[src/rtl/jtcop_bus_resp.sv]
// Bus-cycle responder for the jtcop main 68000: closes every cycle the
// address decoder opens, with per-target wait states, a watchdog and
// unmapped-access flagging.
module jtcop_bus_resp #(
    parameter int unsigned RAM_WAIT = 0,
    parameter int unsigned IO_WAIT  = 1,
    parameter int unsigned TOUT     = 255
)(
    input  logic clk,
    input  logic rst,
    input  logic cen,
    input  logic ASn,
    input  logic UDSn,
    input  logic LDSn,
    input  logic rom_cs,
    input  logic rom_ok,
    input  logic ram_cs,
    input  logic io_cs,
    input  logic huc_cs,
    input  logic huc_ack,
    output logic DTACKn,
    output logic busy,
    output logic tout,
    output logic unmapped
);

    localparam int unsigned WCW = 8;
    localparam int unsigned TCW = 8;

    // Watchdog fires on the clk where the counter steps onto TOUT
    localparam logic [TCW-1:0] TOUT_LAST = TCW'(TOUT - 1);
    localparam logic [WCW-1:0] RAM_LOAD  = WCW'(RAM_WAIT);
    localparam logic [WCW-1:0] IO_LOAD   = WCW'(IO_WAIT);

    typedef enum logic [2:0] {
        IDLE,
        WAIT_FIX,
        WAIT_ROM,
        WAIT_HUC,
        ACK
    } state_t;

    state_t         st, st_nx;
    logic [WCW-1:0] wcnt, wcnt_nx;
    logic [TCW-1:0] tcnt, tcnt_nx;
    logic           ok_l, ok_l_nx;
    logic           dtackn_nx, busy_nx, tout_nx, unmapped_nx;
    logic           start_c, in_wait_c, dog_c, ack_c;

    // Cycle start, wait-state and completion qualifiers
    always_comb begin
        start_c   = (st == IDLE) && cen && !ASn && (!UDSn || !LDSn);
        in_wait_c = (st == WAIT_FIX) || (st == WAIT_ROM) || (st == WAIT_HUC);
        dog_c     = in_wait_c && (tcnt == TOUT_LAST);
        ack_c     = cen && (((st == WAIT_FIX) && (wcnt == '0))            ||
                            ((st == WAIT_ROM) && rom_ok && ok_l)          ||
                            ((st == WAIT_HUC) && huc_ack));
    end

    // Next-state and next-output logic
    always_comb begin
        st_nx       = st;
        wcnt_nx     = wcnt;
        tcnt_nx     = '0;
        ok_l_nx     = 1'b0;
        dtackn_nx   = DTACKn;
        tout_nx     = 1'b0;
        unmapped_nx = 1'b0;

        case (st)
            IDLE: begin
                dtackn_nx = 1'b1;
                wcnt_nx   = '0;
                if (start_c) begin
                    // Target is latched here; later select changes are ignored
                    if (rom_cs) begin
                        st_nx = WAIT_ROM;
                    end else if (huc_cs) begin
                        st_nx = WAIT_HUC;
                    end else if (ram_cs) begin
                        st_nx   = WAIT_FIX;
                        wcnt_nx = RAM_LOAD;
                    end else if (io_cs) begin
                        st_nx   = WAIT_FIX;
                        wcnt_nx = IO_LOAD;
                    end else begin
                        st_nx       = WAIT_FIX;
                        wcnt_nx     = IO_LOAD;
                        unmapped_nx = 1'b1;
                    end
                end
            end

            WAIT_FIX, WAIT_ROM, WAIT_HUC: begin
                tcnt_nx = tcnt + TCW'(1);
                // Two consecutive rom_ok clks are needed to reject stale data
                if (st == WAIT_ROM) ok_l_nx = rom_ok;
                if (ASn) begin
                    // CPU abandoned the cycle: drop everything silently
                    st_nx     = IDLE;
                    dtackn_nx = 1'b1;
                    wcnt_nx   = '0;
                    tcnt_nx   = '0;
                    ok_l_nx   = 1'b0;
                end else if (dog_c) begin
                    st_nx     = ACK;
                    dtackn_nx = 1'b0;
                    tout_nx   = 1'b1;
                end else if (ack_c) begin
                    st_nx     = ACK;
                    dtackn_nx = 1'b0;
                end else if (cen && (st == WAIT_FIX)) begin
                    wcnt_nx = wcnt - WCW'(1);
                end
            end

            ACK: begin
                dtackn_nx = 1'b0;
                wcnt_nx   = '0;
                if (ASn) begin
                    st_nx     = IDLE;
                    dtackn_nx = 1'b1;
                end
            end

            default: begin
                st_nx     = IDLE;
                dtackn_nx = 1'b1;
                wcnt_nx   = '0;
            end
        endcase

        busy_nx = (st_nx == WAIT_FIX) || (st_nx == WAIT_ROM) || (st_nx == WAIT_HUC);
    end

    // State and registered outputs
    always_ff @(posedge clk) begin
        if (rst) begin
            st       <= IDLE;
            wcnt     <= '0;
            tcnt     <= '0;
            ok_l     <= 1'b0;
            DTACKn   <= 1'b1;
            busy     <= 1'b0;
            tout     <= 1'b0;
            unmapped <= 1'b0;
        end else begin
            st       <= st_nx;
            wcnt     <= wcnt_nx;
            tcnt     <= tcnt_nx;
            ok_l     <= ok_l_nx;
            DTACKn   <= dtackn_nx;
            busy     <= busy_nx;
            tout     <= tout_nx;
            unmapped <= unmapped_nx;
        end
    end

endmodule

[config.mk]
export PLATFORM = sky130hd
export DESIGN_NAME = jtcop_bus_resp
export DESIGN_NICKNAME = d
export VERILOG_FILES = /design/src/rtl/jtcop_bus_resp.sv
export SDC_FILE = /design/constraint.sdc
export NUM_CORES = 1
export LEC_CHECK = 0
export ABC_AREA = 1
export CAP_MARGIN = 20
export CELL_PAD_IN_SITES_DETAIL_PLACEMENT = 0
export CELL_PAD_IN_SITES_GLOBAL_PLACEMENT = 1
export CORE_AREA = 2 2 58 60
export CTS_BUF_LIST = sky130_fd_sc_hd__clkbuf_2 sky130_fd_sc_hd__clkbuf_4 sky130_fd_sc_hd__clkbuf_8
export CTS_CLUSTER_DIAMETER = 40
export DETAILED_ROUTE_END_ITERATION = 8
export DIE_AREA = 0 0 60 62
export PLACE_DENSITY_LB_ADDON = 0.1
export SLEW_MARGIN = 20
export SYNTH_ARGS = -nofsm -noshare
export SYNTH_HDL_FRONTEND = slang
export SYNTH_SLANG_ARGS = --single-unit
[constraint.sdc]
create_clock -name clk -period 1.8 [get_ports clk]
set_input_delay 0.18 -clock clk [delete_from_list [all_inputs] [get_ports clk]]
set_output_delay 0.18 -clock clk [all_outputs]
set_load 0.02 [all_outputs]
==> summary.md <==
| Metric | Value |
|---|---|
| Outcome | completed |
| Max-Cap Viols | 0 |
| Critical Path Source Type | flop |
| Drc violations | 0 |
| CTS Buffer Depth | 2 |
| Worst setup EP type | flop |
| M3 GR Usage | 0.0186 |
| Worst hold start | io_cs |
| Post-Route WL | about 2400 um |
| GRT Max-Usage Layer | met2 |
| Num CTS Buffers | 3 |
| Syn Inst Count | 165 |
| Fraction of layout cells with a size suffix above 1 | 0.130 |
| CTS root buf | clkbuf_4 |
| Most frequent cells in the layout | 32 x nand2_1, 24 x dfxtp_1, 21 x nor2_1 |
| Hold Path Depth | 2 |
| RSZ-0062 raised after global routing | no |
| Lkg Pwr | 0.000606 uW |
| Final Cycle Share | 0.872 |
| Antenna Cells | 0 |
| CTS tree | done |
| CP required | 2.02 ns |
| Worst Tran Pin Value | between 0.3 and 0.4 ns |
| Hold Crit Class | in -> reg |
| Reg2reg end | busy$_SDFF_PP0_ |
| Pwr Density | 699 nW/um2 |
| First-pass GRT wire length | 3750 um |
| Syn nets | roughly 180 |
| Initial core utilization | 0.381 |
| Die area | between 3000 and 4000 um2 |
| Fin nets | 201 |
| Avg Cell Area, Syn | approximately 7.3 um2 |
| Crit path DAT | 1.79 ns |
| # resized after CTS | 0 |
| I/O pin count | 16 |
| Count of pins over their slew limit | 0 |
| FF-to-FF Start | wcnt[0]$_SDFFE_PP0P_ |
| Pin count of the biggest net entering global routing | 15 |
| #FFs+latches synth | 24 |
| Routed len/inst | 10.2 um |
| DRT iter0 DRCs | 38 |
| Final setup viols | 0 |
| Sequential share of the synthesized area | 0.397 |
| DPL Wire Length | between 1500 and 2000 um |
| Post-Syn Area | 1210 um2 |
| Die W | 60 um |
| Reg clk slew, reported paths | approximately 0.13 ns |
| Total track usage | 0.136 |
| Area grow syn2layout | 21.8% |
| Cell Area, Placed | 1420 um2 |
| R2r setup slk | 0.23 ns |
| Chip height | roughly 62 um |
| Clock sink total | 24 |
| Skew-Pair Late Insertion Delay | 0.32 ns |
| Crit path time final | between 1.5 and 2 ns |
| GRT overflow | 0 |
| Vias per Instance | 4.56 |
| Synth warn | 0 |
| Fmax | 637 MHz |
| Hold_buf cts | 0 |
| TNS Setup | 0 ns |
| Finished layout cell area | 1480 um2 |
| Register-to-Register Path Depth | 10 |
| Post-CTS Setup Inserts | 0 |
| Clk_skew | around 0.0094 ns |
| Port Buf Inserts | 15 |
| Final count of hold timing violations | 0 |
| Grt met2 use | 0.234 |
| Drt pass-1 iters | 4 |
| Core area | 3180 um2 |
| Rows | 21 |
| Number of global-route vias before repair | between 900 and 1000 |
| ANT nets after route | 0 |
| Synth unique cells | 25 |
| Initial antenna violation count | 0 |
| Gpl congestion | 0.788 |
| Worst-case vdd ir drop | 0.000308 V |
| Crit-path max FO | 4 |
| Commonest non-fill, non-tap cell in the layout | nand2_1 |
| Max_slew headroom | 0.760 |
| End point of the worst hold path | unmapped$_SDFF_PP0_ |
| Via count | 1048 |
| Crit Path Category | reg -> reg |
| Met1 usage | 0.165 |
| H-Tree Depth | 1 |
## per-stage QoR
step / setup slack (ns) / power (uW) / utilization / instances / hold slack, ns
2_1_floorplan: 0.441 / 609 / - / 165 / 0.257
3_3_place_gp: 0.153 / 653 / 0.447 / 226 / 0.463
3_5_place_dp: 0.141 / 653 / 0.447 / 226 / 0.468
4_1_cts: 0.216 / 1050 / 0.464 / 230 / 0.383
5_1_grt: 0.0772 / 1080 / 0.464 / 230 / 0.396
6_report: 0.230 / 1030 / 0.464 / 230 / 0.401
## state kept, by name (all words and copies together) (netlist names)
signal and flops:
tcnt 8, unmapped 1, wcnt 8, st 3, busy 1, tout 1
DTACKn 1, ok_l 1
## power breakdown
group          total [uW]  internal [uW]  leakage, uW  switching, uW
sequential            543            538     0.000194           4.89
combinational        97.8           46.3     0.000384           51.5
clock                 391            225    0.0000279            166
## synth_stat cells
master    count  area share
nand3b_1      2       0.012
nor2_4        3       0.028
nor2_1       21       0.065
clkbuf_1      1      0.0031
and2_1        1      0.0052
nor3_1        5       0.021
nor2_2        3       0.015
or2_1         1      0.0052
a21oi_1      11       0.045
nand3_1      16       0.066
a211oi_2      1       0.010
xnor2_1       1      0.0072
dfxtp_1      24        0.40
o21ai_2       1      0.0072
inv_1        18       0.056
nand4_2       1       0.010
nand2_2       5       0.026
nand4_1       2       0.010
xor2_1        3       0.022
nor3b_1       1      0.0062
nand2_1      32       0.099
o21ai_0       3       0.012
nor2_8        1       0.017
inv_2         4       0.012
ha_1          4       0.041
## logic make-up (layout without fill, tap and decap cells)
kind of cell    count (synthesis)  count (layout)  synth area share
simple gates                   94              94             0.386
flops                          24              24             0.397
buf+inv                        23              42            0.0713
compound gates                 16              16            0.0754
fa+ha+maj                       4               4            0.0413
xor+xnor                        4               4            0.0289
## worst max-delay path: stages (launching register included)
cell,delay [ns]
dfxtp_1,0.34
inv_1,0.11
ha_1,0.16
nor3b_1,0.19
nand3b_1,0.12
nand2_2,0.14
nand2_2,0.09
nand3_1,0.10
nand2_1,0.06
nor2_1,0.13
nor2_1,0.05
## worst max-delay path by stage
stage                     cells past startpoint  slack [ns]            startpoint               to
final                                        10        0.23  wcnt[0]$_SDFFE_PP0P_  busy$_SDFF_PP0_
after global routing                         10        0.08  wcnt[0]$_SDFFE_PP0P_  busy$_SDFF_PP0_
after floorplan                              10        0.44  wcnt[0]$_SDFFE_PP0P_  busy$_SDFF_PP0_
after global placement                       12        0.15                rom_ok  busy$_SDFF_PP0_
after detailed placement                     12        0.14                rom_ok  busy$_SDFF_PP0_
after CTS                                    10        0.22  wcnt[0]$_SDFFE_PP0P_  busy$_SDFF_PP0_
## layout make-up
cell class	instances	area, um2
Fill cell	346	1700
Multi-Input combinational cell	118	644
Sequential cell	24	480
Timing Repair Buffer	16	158
Inverter	22	82.6
Tap cell	46	57.6
Clock inverter	1	30.0
Clock buffer	3	22.5
## per-layer routing
| layer | share of wire | wire length (um) | vias up |
|---|---|---|---|
| met5 | 0 | 0 | - |
| met4 | 0.011 | 25 | 0 |
| met3 | 0.029 | 69 | 2 |
| met2 | 0.47 | 1120 | 13 |
| met1 | 0.49 | 1140 | 469 |
| li1 | - | - | 564 |
No activity file was read; power rests on OpenSTA's default activity.
